[src/rtl/div_seq_param.sv]
`default_nettype none
// ============================================================================
// Module   : div_seq_param
// Purpose  : Sequential radix-2 non-restoring integer divider for DIV/DIVU.
//            The divider works on operand magnitudes. It then applies MIPS
//            sign rules: the quotient is negated when the operand signs
//            differ, and the remainder takes the sign of the dividend.
//            It uses a start/busy/done handshake, and the results are held
//            in registers until the next completion.
// Ports    : clk_i        rising-edge clock
//            reset_n_i    asynchronous active-low reset
//            start_i      begin operation (accepted in IDLE only)
//            abort_i      synchronous cancel, wins over start
//            sign_i       1 = signed (DIV), 0 = unsigned (DIVU)
//            dividend_i   dividend, sampled on the accepted start
//            divisor_i    divisor, sampled on the accepted start
//            q_o / r_o    quotient / remainder, registered and held
//            busy_o       operation in flight
//            done_o       one-cycle completion pulse
//            dz_o         divisor was zero (held with q_o/r_o)
// Config   : DIV_ZERO_DETECT_EN - when defined, a zero divisor skips the
//            iterations and completes one edge after start with dz_o=1.
//            When undefined, dz_o is tied low and a zero divisor runs the
//            full sequence.
// Revision : 1.0 - initial release
// ============================================================================
module div_seq_param #(
  parameter int WIDTH = 32
) (
  input  logic             clk_i,
  input  logic             reset_n_i,
  input  logic             start_i,
  input  logic             abort_i,
  input  logic             sign_i,
  input  logic [WIDTH-1:0] dividend_i,
  input  logic [WIDTH-1:0] divisor_i,
  output logic [WIDTH-1:0] q_o,
  output logic [WIDTH-1:0] r_o,
  output logic             busy_o,
  output logic             done_o,
  output logic             dz_o
);

  localparam int CNT_W = $clog2(WIDTH);
  localparam logic [CNT_W-1:0] CNT_LAST = CNT_W'(WIDTH - 1);

  typedef enum logic [1:0] {
    S_IDLE = 2'd0,
    S_ITER = 2'd1,
    S_FIX  = 2'd2
  } state_t;

  state_t           state_q, state_d;
  logic [CNT_W-1:0] cnt_q, cnt_d;
  logic [WIDTH-1:0] quo_q, quo_d;     // dividend bits shift out, quotient bits shift in
  logic [WIDTH-1:0] dvs_q, dvs_d;     // divisor magnitude
  logic [WIDTH:0]   rem_q, rem_d;     // signed partial remainder
  logic             neg_a_q, neg_a_d; // dividend negative (signed mode only)
  logic             neg_b_q, neg_b_d; // divisor negative (signed mode only)
  logic [WIDTH-1:0] q_q, q_d;
  logic [WIDTH-1:0] r_q, r_d;
  logic             done_q, done_d;
`ifdef DIV_ZERO_DETECT_EN
  logic             zero_q, zero_d;
  logic             dz_q, dz_d;
`endif

  // Operand magnitudes at the start cycle
  logic             neg_a_in, neg_b_in;
  logic [WIDTH-1:0] mag_a_in, mag_b_in;

  // Datapath for one iteration and for the final fix-up
  logic [WIDTH:0]   shifted;
  logic [WIDTH:0]   step;
  logic [WIDTH:0]   rem_fix;

  assign neg_a_in = sign_i & dividend_i[WIDTH-1];
  assign neg_b_in = sign_i & divisor_i[WIDTH-1];
  // The most negative value negates to itself. Read as unsigned, that is
  // its correct magnitude.
  assign mag_a_in = neg_a_in ? ('0 - dividend_i) : dividend_i;
  assign mag_b_in = neg_b_in ? ('0 - divisor_i)  : divisor_i;

  // The partial remainder always lies in [-b, b), so it fits in WIDTH+1
  // bits. The shift may overflow that width, but the following add or
  // subtract brings the value back into range modulo 2^(WIDTH+1).
  assign shifted = {rem_q[WIDTH-1:0], quo_q[WIDTH-1]};
  assign step    = rem_q[WIDTH] ? (shifted + {1'b0, dvs_q})
                                : (shifted - {1'b0, dvs_q});
  assign rem_fix = rem_q[WIDTH] ? (rem_q + {1'b0, dvs_q}) : rem_q;

  // --------------------------------------------------------------------------
  // State and datapath registers
  // --------------------------------------------------------------------------
  always_ff @(posedge clk_i or negedge reset_n_i) begin
    if (!reset_n_i) begin
      state_q <= S_IDLE;
      cnt_q   <= '0;
      quo_q   <= '0;
      dvs_q   <= '0;
      rem_q   <= '0;
      neg_a_q <= 1'b0;
      neg_b_q <= 1'b0;
      q_q     <= '0;
      r_q     <= '0;
      done_q  <= 1'b0;
`ifdef DIV_ZERO_DETECT_EN
      zero_q  <= 1'b0;
      dz_q    <= 1'b0;
`endif
    end else begin
      state_q <= state_d;
      cnt_q   <= cnt_d;
      quo_q   <= quo_d;
      dvs_q   <= dvs_d;
      rem_q   <= rem_d;
      neg_a_q <= neg_a_d;
      neg_b_q <= neg_b_d;
      q_q     <= q_d;
      r_q     <= r_d;
      done_q  <= done_d;
`ifdef DIV_ZERO_DETECT_EN
      zero_q  <= zero_d;
      dz_q    <= dz_d;
`endif
    end
  end

  // --------------------------------------------------------------------------
  // Next-state and datapath logic
  // --------------------------------------------------------------------------
  always_comb begin
    state_d = state_q;
    cnt_d   = cnt_q;
    quo_d   = quo_q;
    dvs_d   = dvs_q;
    rem_d   = rem_q;
    neg_a_d = neg_a_q;
    neg_b_d = neg_b_q;
    q_d     = q_q;
    r_d     = r_q;
    done_d  = 1'b0;
`ifdef DIV_ZERO_DETECT_EN
    zero_d  = zero_q;
    dz_d    = dz_q;
`endif

    unique case (state_q)
      S_IDLE: begin
        if (start_i) begin
          quo_d   = mag_a_in;
          dvs_d   = mag_b_in;
          neg_a_d = neg_a_in;
          neg_b_d = neg_b_in;
          rem_d   = '0;
          cnt_d   = '0;
          state_d = S_ITER;
`ifdef DIV_ZERO_DETECT_EN
          zero_d  = (divisor_i == '0);
          if (divisor_i == '0) begin
            // Place the magnitude in the remainder so that the normal fix-up
            // restores the original dividend as r.
            rem_d   = {1'b0, mag_a_in};
            state_d = S_FIX;
          end
`endif
        end
      end

      S_ITER: begin
        rem_d = step;
        quo_d = {quo_q[WIDTH-2:0], ~step[WIDTH]};
        if (cnt_q == CNT_LAST) begin
          cnt_d   = '0;
          state_d = S_FIX;
        end else begin
          cnt_d = cnt_q + 1'b1;
        end
      end

      S_FIX: begin
        q_d     = (neg_a_q ^ neg_b_q) ? ('0 - quo_q) : quo_q;
        r_d     = neg_a_q ? ('0 - rem_fix[WIDTH-1:0]) : rem_fix[WIDTH-1:0];
`ifdef DIV_ZERO_DETECT_EN
        dz_d    = zero_q;
        if (zero_q) begin
          q_d = '1;
        end
`endif
        done_d  = 1'b1;
        state_d = S_IDLE;
      end

      default: begin
        state_d = S_IDLE;
      end
    endcase

    // A flush discards the operation. It produces no pulse, and the
    // published results stay as they were.
    if (abort_i) begin
      state_d = S_IDLE;
      cnt_d   = '0;
      done_d  = 1'b0;
      q_d     = q_q;
      r_d     = r_q;
`ifdef DIV_ZERO_DETECT_EN
      dz_d    = dz_q;
`endif
    end
  end

  assign q_o    = q_q;
  assign r_o    = r_q;
  assign busy_o = (state_q != S_IDLE);
  assign done_o = done_q;
`ifdef DIV_ZERO_DETECT_EN
  assign dz_o   = dz_q;
`else
  assign dz_o   = 1'b0;
`endif

endmodule
`default_nettype wire

[config.mk]
export PLATFORM = sky130hd
export DESIGN_NAME = div_seq_param
export DESIGN_NICKNAME = d
export VERILOG_FILES = /design/src/rtl/div_seq_param.sv
export SDC_FILE = /design/constraint.sdc
export NUM_CORES = 1
export LEC_CHECK = 0
export BUFFER_PORTS_ARGS = -buffer_cell sky130_fd_sc_hd__buf_2
export CAP_MARGIN = 5
export CELL_PAD_IN_SITES_DETAIL_PLACEMENT = 2
export CELL_PAD_IN_SITES_GLOBAL_PLACEMENT = 2
export CORE_ASPECT_RATIO = 0.5
export CORE_MARGIN = 3
export CORE_UTILIZATION = 33
export DETAILED_ROUTE_END_ITERATION = 8
export GPL_TIMING_DRIVEN = 0
export PLACE_DENSITY = 0.83
export SYNTH_ARGS = -nofsm -noshare
export SYNTH_HDL_FRONTEND = slang
export SYNTH_SLANG_ARGS = --single-unit
[constraint.sdc]
create_clock -name clk_i -period 5.8 [get_ports clk_i]
set_input_delay 0.58 -clock clk_i [delete_from_list [all_inputs] [get_ports clk_i]]
set_output_delay 0.58 -clock clk_i [all_outputs]
set_load 0.01 [all_outputs]
-- After elaboration in Yosys (flattened, before gate mapping)
Cells that the tools add are included.
- equal/unequal tests: 6
- bitwise operators: 5
- reduce and logical (&&, ||, !) cells: 9
- add/sub/neg operators: 8
- mux-type cells: 20
- operators with widths (cell ; number):
    two-way mux 32 bit ; 6
    subtractor 1 x 32 -> 32 bit, first input constant ; 4
    two-way mux 33 bit ; 2
    one-hot mux 33 bit (2 select lines) ; 1
    one-hot mux 32 bit (2 select lines) ; 1
    adder 33 x 32 -> 33 bit ; 1
    subtractor 33 x 32 -> 33 bit ; 1
    adder 32 bit ; 1
    two-way mux 5 bit ; 3
    one-hot mux 5 bit (2 select lines) ; 1
    AND reduction 2 bit ; 5
    two-way mux 2 bit ; 3
    != test 3 bit, second input constant ; 2
    adder 5 x 1 -> 5 bit, second input constant ; 1
    equality test 5 bit, second input constant ; 1
    one-hot mux 2 bit (2 select lines) ; 1
    nonzero test 2 bit ; 2
    nonzero test 3 bit ; 1
    AND 1 bit ; 2
    equality test 2 x 1 -> 1 bit, second input constant ; 1
    equality test 2 bit, second input constant ; 1
    zero test 2 bit ; 1
    two-way mux 1 bit ; 2
    != test 2 bit, second input constant ; 1
    other kinds (2) ; 3
- input bits: 69
- flip-flop bits (word level): 171
- word-level logic and storage cells: 58

-- Logic depth before layout (Yosys ltp)
Gate-level depths: netlist of the first run.
- word-level depth: 4
- mapped depth: 21

-- Worst setup path after synthesis of the first run
OpenSTA, ideal clock, no wires.
- kind: reg-to-reg
- start point: register rem_q[32]
- end point: register rem_q[29]
- period minus slack after synthesis: 5407 ps
- path buffers: 7
- path slack: 393 ps
- stages on the path, launching flop included: 21
- data arrival time: 5285 ps
- cells stage by stage: dfrtp_1 > clkbuf_2 > clkbuf_1 > clkbuf_1 > buf_2 > buf_1 > clkbuf_1 > clkbuf_1 > mux2_2 > ha_1 > a21o_1 > a21oi_1 > o21ai_0 > a21o_1 > a2111oi_2 > o31ai_1 > a31oi_1 > a21oi_1 > o211a_1 > or3_1 > a32o_1
- longest elaborated chain between the ends: 2
- RTL lines (what ; RTL line ; RTL):
    start, declared ; 57 ; logic [WIDTH:0] rem_q, rem_d;
    start signal, assigned ; 116 ; rem_q <= rem_d;
    two-way mux 33 bit ; 88 ; assign step = rem_q[WIDTH] ? (shifted + {1'b0, dvs_q})
    one-hot mux 33 bit (2 select lines) ; 148 ; unique case (state_q)
No other way between the ends.
A chain may end at the register's enable or synchronous reset.

-- Worst setup path in the final report of the first run
Ends and elaborated chain as after synthesis.

==> out/metrics.cfg, run 1 <==
[grt]
grt_max_degree = 92
grtUsageTotal_pct = 25.3
antenna_found_initial = 6
grt_pass1_vias = 14400
global_route.overflow_total = 0
grt_pass1_wl_um = 85300

[synthesis]
synth_warnings = 0
synth_top_cell_area_share_pct = 31.6
synth-main-ff-cell = dfrtp_1
mappedNetlistArea_um2 = 13600
syn_area_per_cell_um2 = 8.27
synth_top_cell_by_area = dfrtp_1
yosysMostFrequentCell = nand2_1
yosys-top-cells-count = 205 x nand2_1, 192 x o21ai_0, 171 x dfrtp_1
muxShareOfSynthArea_pct = 1.40
synthCells = 1639
synth_edf_count = 0
async_flop_share_pct = 100
synth_compound_area_share_pct = 25.7
ys_ff_latch = 171
synth-simple-area-share_pct = 19.0
synth_cell_types = 94
synth_xor_area_share_pct = 12.4
synth_fa_ha_area_share_pct = 6.85
synth_area_leaders = dfrtp_1 32%, o21ai_0 7.1%, ha_1 6.6%, xor2_1 6.1%, xnor2_1 6.1%
yosysSeqAreaShare_pct = 31.6
syn_nets = 1781
synth_top_family_by_area = compound AO/OA/AOI/OAI gates

[setup_path]
end_kind = register
cp_slowest_cell = a2111oi_4
path_buf_inv = 5
startpoint_type = register
crit_family = compound AO/OA/AOI/OAI gates
r2r_slack_ns = 0.18
rr_endpoint = rem_q[29]$_DFFE_PN0P_
crit_path_cell_trace = clkbuf_2 -> buf_6 -> buf_6 -> clkbuf_4 -> clkbuf_4 -> mux2_2 -> ha_1 -> a21o_1 -> a21oi_1 -> o21ai_0 -> a21o_1 -> a2111oi_4 -> o31ai_1 -> a31oi_1 -> a21oi_1 -> o211a_1 -> or3_1 -> a32o_1
rr_worst_depth = 18
r2r_start = rem_q[32]$_DFFE_PN0P_
cp_num_cells = 18
crit_start = rem_q[32]$_DFFE_PN0P_
arrival_ns = 5.97
path_class = reg -> reg
cp-endpoint = rem_q[29]$_DFFE_PN0P_
path_max_fanout = 19
max_stage_delay_ns = 0.46
crit_required_ns = 6.15

[clock_tree]
cts_root_buf = clkbuf_16
holdBufCountCts = 0
clk_path_buf_depth = 2
path_clk_slew_ns = 0.08
cts_sinks = 171
cts_tree = done
clock_latency_ns = 0.47
htree_levels = 4
cts_made_buffers = 17
cts_setup_buffers = 0

[routing]
antenna_left = 0
wl_per_cell_um = 23.5
drc = 0
num_vias = 13500
firstDrtPassIters = 5
routed_wirelength_um = 55000
drtIter0Drc = 959
vias_per_cell = 5.77

[job]
cap_violations = 0

[timing]
fin_setup_tns_ns = 0
finalHoldViolCount = 0
slew_viol_final = 0
min_period_ns = 5.62
worstMarginPinSlew_ns = 1.23
finalCritPeriodShare_pct = 97.0
fin_ws_ns = 0.176
clock.fmax_ghz = 0.178
finalSetupViolations = 0
rsz0062_at_grt = false
skew_ns = 0.0147
slew_headroom_pct = 17.9

[die]
rows = 51
ios = 136
start_util_pct = 34.2
die_w_um = 293
die_area_um2 = 43700
core_area_um2 = 39700
die_h_um = 149

[pwr]
vdd.ir_drop.worst_mv = 0.218
p_clk_share_pct = 15.2
p_int_mw = 3.86
total_power_mw = 7.72
p_leak_nw = 6.94
p_seq_share_pct = 23.0
power-per-cell-area_nw_per_um2 = 497
p_sw_mw = 3.87
comb_power_share_pct = 61.8
p_sw_share_pct = 50.1

[finish]
syn_to_final_growth_pct = 14.6
drive_gt1_share_pct = 12.4
n_fill_cell = 4675
nets = 1932
final_cells = 2337

[placed_design]
gp_congestion = 0.891
dpl.cell_count = 2303
hpwlAfterDp_um = 42900
place_ws_ns = -2.43
port_buffers = 133

[outcome]
status = completed

[min_path]
hp-class = in -> async

final cells by class:
class	count	area [um2]	area share [%]
Sequential cell	171	4280	27.5
Multi-Input combinational cell	1357	8860	57.0
Tap cell	530	663	4.27
Timing Repair Buffer	134	703	4.52
Clock inverter	13	134	0.861
Inverter	35	131	0.845
Clock buffer	18	439	2.83
Buffer	74	317	2.04
Antenna cell	5	12.5	0.0805
routing by layer:
layer | wire, um | vias to the layer above | GRT usage, %
li1 | - | 6233 | -
met1 | 25700 | 6907 | 33.7
met2 | 26100 | 273 | 42.9
met5 | 8 | - | 0
met4 | 1290 | 2 | 7.78
met3 | 1900 | 68 | 3.26
sequential cells by signal, indices dropped and copies added (netlist names):
name,count
done_o,1
cnt_q,5
q_o,32
dvs_q,32
r_o,32
neg_a_q,1
state_q,2
rem_q,33
neg_b_q,1
quo_q,32
stage by stage:
stage,util [%],hold slack [ns],instance area [um2]
finish,39.2,0.103,15500
global route,39.2,0.172,15500
CTS,39.1,0.152,15500
detailed placement,37.6,0.455,14900
global placement,37.5,0.451,14900
floorplan,-,0.284,13600
worst min path at each step:
stage | start | end | slack [ns] | depth (start not counted)
detailed placement | r_o[19]$_DFFE_PN0P_ | r_o[19]$_DFFE_PN0P_ | 0.45 | 2
CTS | reset_n_i | q_o[20]$_DFFE_PN0P_ | 0.15 | 1
global route | reset_n_i | q_o[22]$_DFFE_PN0P_ | 0.17 | 1
global placement | r_o[19]$_DFFE_PN0P_ | r_o[19]$_DFFE_PN0P_ | 0.45 | 2
floorplan | reset_n_i | cnt_q[0]$_DFFE_PN0P_ | 0.28 | 0
finish | reset_n_i | q_o[18]$_DFFE_PN0P_ | 0.10 | 1
cells by family after synthesis:
family | count (synthesis)
fa+ha+maj | 73
xor+xnor | 190
simple gates | 531
mux | 18
flops | 171
buf+inv | 111
other cells | 1
compound gates | 544
placed cells by master (no fill, tap or decap), types with 7 or more instances in the layout:
cell,count
o31ai_1,31
and3_1,13
o21a_1,14
xor2_1,95
nor2b_1,13
a21o_1,40
nand3_1,48
dfrtp_1,171
mux2i_1,13
a21oi_1,120
clkbuf_1,58
a211oi_1,9
o41ai_1,8
nor2_1,102
o21ai_0,192
nand4_1,8
ha_1,71
or3_1,16
nor4_1,16
nand2b_1,16
nand2_1,205
clkbuf_16,17
a22oi_1,31
and2_1,10
xnor2_1,94
a31oi_1,17
inv_1,35
nor3_1,41
buf_2,134
or4_1,7
timing repair:
item / CTS / global route
endpoints found under the setup margin: 31 / 5
pin swaps: 0 / 0
resized for setup: 10 / 8
gates cloned: 0 / 0
hold endpoints to repair: 0 / 0
power groups by stage:
stage	clock, mW	combinational (mW)	sequential, mW
after detailed placement	0	4.60	1.77
after CTS	1.19	4.71	1.75
after global routing	1.24	5.24	1.79
after global placement	0	4.37	1.75
after floorplan	0	3.41	1.61
final	1.17	4.77	1.78
(Power assumes the default switching activity.)
==> inputs of run 2 (changes only) <==
- CORE_UTILIZATION: 33 -> 34
- CTS_BUF_LIST: default -> sky130_fd_sc_hd__clkbuf_4
- PLACE_DENSITY: 0.83 -> 0.85
==> run 2 against run 1 <==
Compared with the run above:
- hold slack improved by 0.085 ns
- clock-buffer cell count is the same
- die area fell by 2.9%
- combinational power is 3% lower
- core utilization fell by 0.28 points
- sequential power down 3%
- flip-flop and latch count is the same
- routed wire length fell by 7.2%
- via count down 1.1%
- cell area down 2.2%
- clock skew is 0.0092 ns higher
- clock power down 40%
- largest cell class unchanged
- largest power group unchanged
==> out/metrics.cfg, run 2 (synthesis results as in run 1) <==
[finish]
final_common_cell = nand2_1
fin_area_um2 = 15200
drive_gt1_share_pct = 12.2
largest_reg_flops = 33
regMostFlops = rem_q
nets = 1931
final_cells = 2335
layout_common_cells = 205 x nand2_1, 192 x o21ai_0, 171 x dfrtp_1
syn_to_final_growth_pct = 12.2

[pwr]
p_seq_share_pct = 24.5
comb_power_share_pct = 65.6
p_sw_mw = 3.65
power-per-cell-area_nw_per_um2 = 465
total_power_mw = 7.07
p_sw_share_pct = 51.7
p_int_mw = 3.42
p_clk_share_pct = 9.9
vdd.ir_drop.worst_mv = 0.156
p_leak_nw = 6.79

[timing]
finalCritPeriodShare_pct = 93.5
slew_headroom_pct = 28.3
worstMarginPinSlew_ns = 1.07
fin_ws_ns = 0.375
timing.hold.ws_ns = 0.188
skew_ns = 0.0239
finalSetupViolations = 0
min_period_ns = 5.43
rsz0062_at_grt = false
slew_viol_final = 0
finalHoldViolCount = 0
clock.fmax_ghz = 0.184

[clock_tree]
path_clk_slew_ns = 0.18
cts_root_buf = clkbuf_4
cts_made_buffers = 17
cts_tree = done
cts_sinks = 171
clock_latency_ns = 0.68
cts_setup_buffers = 0
clk_path_buf_depth = 2
htree_levels = 4

[grt]
grt_max_degree = 105
grt_pass1_wl_um = 82500
global_route.overflow_total = 0
grtUsageTotal_pct = 24.6
grt_pass1_vias = 14400
antenna_found_initial = 2

[routing]
routed_wirelength_um = 51000
wl_per_cell_um = 21.9
firstDrtPassIters = 4
drc = 0
num_vias = 13300
vias_per_cell = 5.71
drtIter0Drc = 760
antenna_left = 0

[placed_design]
dpl.cell_count = 2303
placed_area_um2 = 14900
place_ws_ns = -2.37
port_buffers = 133
gp_congestion = 0.915
hpwlAfterDp_um = 40500

[setup_path]
max_stage_delay_ns = 0.45
crit_path_cell_trace = clkbuf_2 -> clkbuf_8 -> buf_4 -> clkbuf_4 -> mux2_2 -> ha_1 -> a21o_1 -> a21oi_1 -> o21ai_0 -> a21o_1 -> a2111oi_4 -> o31ai_1 -> a31oi_1 -> a21oi_1 -> o211a_1 -> or3_1 -> a32o_1
path_max_fanout = 28
arrival_ns = 5.99
path_class = reg -> reg
startpoint_type = register
cp_slowest_cell = a2111oi_4
crit_required_ns = 6.36
end_kind = register

[die]
ios = 136
die_area_um2 = 42500
rows = 51
start_util_pct = 34.7
die_h_um = 147
core_area_um2 = 39100
die_w_um = 288

[min_path]
hp-class = in -> reg

[job]
cap_violations = 0

[outcome]
status = completed

run 2: changes by cell type in the layout (fill, tap and decap cells not counted), sizes merged:
cell | previous run | this run
bufinv | 1 | 0
diode | 5 | 3
clkinv | 4 | 5
clkbuf | 83 | 82
dlygate4sd3 | 0 | 1
buf | 143 | 142
inv | 41 | 42
run 2: critical path: cells and delay by family (launching register included):
kind | cells | cell delay (ns)
multiplexers | 1 | 0.38
buffers and inverters | 4 | 1.36
AND/OR/NAND/NOR | 1 | 0.31
AO/OA/AOI/OAI | 10 | 2.62
adder cells (fa/ha/maj) | 1 | 0.27
flip-flops | 1 | 0.35
run 2: power groups by stage:
| stage | registers [mW] | logic, mW | clock network [mW] |
|---|---|---|---|
| CTS | 1.73 | 4.60 | 0.723 |
| global placement | 1.75 | 4.38 | 0 |
| floorplan | 1.61 | 3.41 | 0 |
| global route | 1.77 | 5.20 | 0.770 |
| finish | 1.73 | 4.64 | 0.702 |
| detailed placement | 1.76 | 4.54 | 0 |
run 2: cell type report:
class / instances / area (um2)
clock inverters: 14 / 111
diodes: 3 / 7.51
repair buffers: 135 / 713
fillers: 4525 / 23900
clock buffers: 18 / 135
plain buffers: 72 / 303
inverters: 35 / 131
multi-input cells: 1357 / 8860
flip-flops and latches: 171 / 4280
well taps: 530 / 663
run 2: layer usage:
metal  part of all wire [%]  track usage [%]  up-vias
met5                      0                0        -
met4                    1.7             6.22        0
met3                    4.1             4.20       54
met2                     48             41.2      234
met1                     47             33.1     6815
li1                       -                -     6238
run 2: through the flow:
step	setup TNS, ns	utilization, %
floorplan	0	-
global placement	-40.83	38.1
detailed placement	-43.59	38.2
CTS	0	38.9
global route	0	38.9
finish	0	38.9
run 2: what timing repair did:
| item | 4_1_cts | 5_1_grt |
|---|---|---|
| hold buffers | 1 | 0 |
| setup endpoints to repair | 31 | 5 |
| resized for setup | 10 | 3 |
| endpoints found under the hold margin | 67 | 0 |
run 2: worst paths after layout:
check	cells after the start	end	from	slack, ns
setup reg to reg	17	rem_q[29]$_DFFE_PN0P_	rem_q[32]$_DFFE_PN0P_	0.37
hold / removal	3	quo_q[22]$_DFFE_PN0P_	dividend_i[22]	0.19
min in group asynchronous	2	r_o[10]$_DFFE_PN0P_	reset_n_i	0.41
max in group asynchronous	3	rem_q[30]$_DFFE_PN0P_	reset_n_i	4.40
hold reg to reg	2	r_o[19]$_DFFE_PN0P_	r_o[19]$_DFFE_PN0P_	0.49
setup / recovery	17	rem_q[29]$_DFFE_PN0P_	rem_q[32]$_DFFE_PN0P_	0.37
==> inputs of run 3 (changes only) <==
- MAX_ROUTING_LAYER: default -> met4
==> run 3 against run 2 <==
Compared with the run above:
- total power up 1.7%
- sequential power about the same
- global-route usage rose by 0.95 points
- cell area increased by 0.38%
- non-clock buffer count unchanged
- fmax decreased by 1.1%
- clock-buffer cell count down 1
- via count hardly changed
- clock skew rose by 0.013 ns
==> out/metrics.cfg, run 3 (synthesis results as in run 1) <==
[outcome]
status = completed

[die]
core_area_um2 = 39100
die_h_um = 147
ios = 136
rows = 51
die_area_um2 = 42500
start_util_pct = 34.7
die_w_um = 288

[timing]
finalHoldViolCount = 0
skew_ns = 0.0372
slew_viol_final = 0
finalCritPeriodShare_pct = 94.6
min_period_ns = 5.48
clock.fmax_ghz = 0.182
slew_headroom_pct = 29.6
timing.hold.ws_ns = 0.178
finalSetupViolations = 0
worstMarginPinSlew_ns = 1.06
fin_setup_tns_ns = 0

[grt]
grt_busiest_layer = met2
grtUsageTotal_pct = 25.6
met2_usage_pct = 42.5
grt_pass1_wl_um = 83300
grt_max_degree = 110
antenna_found_initial = 2
gr-usage-met3_pct = 3.53
global_route.overflow_total = 0
use_met1_pct = 33.7
grt_pass1_vias = 14500

[finish]
final_common_cell = nand2_1
syn_to_final_growth_pct = 12.6
layout_common_cells = 205 x nand2_1, 192 x o21ai_0, 171 x dfrtp_1
largest_reg_flops = 33
drive_gt1_share_pct = 12.3
nets = 1931
regMostFlops = rem_q

[min_path]
hp-class = in -> reg

[placed_design]
gp_congestion = 0.908
port_buffers = 133
hpwlAfterDp_um = 40900

[setup_path]
end_kind = register
path_class = reg -> reg
arrival_ns = 6.06
path_max_fanout = 37
startpoint_type = register
crit_required_ns = 6.37

[pwr]
vdd.ir_drop.worst_mv = 0.133
power-per-cell-area_nw_per_um2 = 471
p_leak_nw = 6.81

[routing]
drc = 0
wl_per_cell_um = 22.1
antenna_left = 0
vias_per_cell = 5.71
drtIter0Drc = 770
firstDrtPassIters = 5
num_vias = 13300
routed_wirelength_um = 51600

[clock_tree]
clock_latency_ns = 0.68
cts_root_buf = clkbuf_4
cts_setup_buffers = 0
clk_path_buf_depth = 2
cts_tree = done
htree_levels = 4
cts_sinks = 171
cts_made_buffers = 17
path_clk_slew_ns = 0.20

[job]
cap_violations = 0

==> run 3: worst paths after layout <==
check	startpoint	to	slack, ns	cells past startpoint
worst max-delay path	rem_q[32]$_DFFE_PN0P_	rem_q[29]$_DFFE_PN0P_	0.32	17
worst min-delay path	dividend_i[22]	quo_q[22]$_DFFE_PN0P_	0.18	3
worst max register to register	rem_q[32]$_DFFE_PN0P_	rem_q[29]$_DFFE_PN0P_	0.32	17
worst min register to register	r_o[19]$_DFFE_PN0P_	r_o[19]$_DFFE_PN0P_	0.49	2
max in group asynchronous	reset_n_i	cnt_q[4]$_DFFE_PN0P_	4.38	3
min in group asynchronous	reset_n_i	r_o[12]$_DFFE_PN0P_	0.54	2
==> run 3: area by class of cell <==
cell class	instances	area, um2
repair buffers	135	713
clock inverters	15	179
fillers	4527	23900
well taps	530	663
inverters	35	131
diodes	2	5.00
multi-input cells	1357	8860
plain buffers	72	303
flip-flops and latches	171	4280
clock buffers	17	128
==> run 3: routing by layer <==
layer,up-vias,part of all wire (%),wire length [um]
li1,6228,-,-
met1,6878,48,24700
met2,187,48,24800
met3,40,3.0,1540
met4,0,0.99,510
met5,-,0,0
==> run 3: timing repair <==
item | CTS | global route
hold buffers | 1 | 0
pin swaps | 0 | 0
resized for setup | 10 | 3
hold endpoints to repair | 61 | 0
endpoints found under the setup margin | 31 | 6
==> run 3: critical path, stage by stage, from the launching register on <==
cell and delay (ns):
dfrtp_1 0.37, clkbuf_2 0.27, clkbuf_8 0.40, clkbuf_4 0.38, clkbuf_4 0.34, mux2_2 0.38
ha_1 0.28, a21o_1 0.20, a21oi_1 0.23, o21ai_0 0.12, a21o_1 0.25, a2111oi_4 0.47
o31ai_1 0.24, a31oi_1 0.35, a21oi_1 0.24, o211a_1 0.29, or3_1 0.31, a32o_1 0.25
==> run 3: per-stage QoR <==
stage	utilization, %	instances	setup slack, ns	power, mW	cell area (um2)
6_report	39.0	2334	0.315	7.19	15300
5_1_grt	39.0	2333	-0.000445	7.83	15300
4_1_cts	39.0	2334	0.0918	7.17	15300
3_5_place_dp	38.2	2303	-2.35	6.33	14900
3_3_place_gp	38.1	2302	-2.30	6.14	14900
2_1_floorplan	-	1639	0.393	5.03	13600
==> run 3: power by group <==
group / switching, mW / leakage [nW] / internal, mW
registers: 0.356 / 2.20 / 1.39
clock network: 0.551 / 0.154 / 0.237
logic: 2.81 / 4.46 / 1.84
total: 3.72 / 6.81 / 3.47
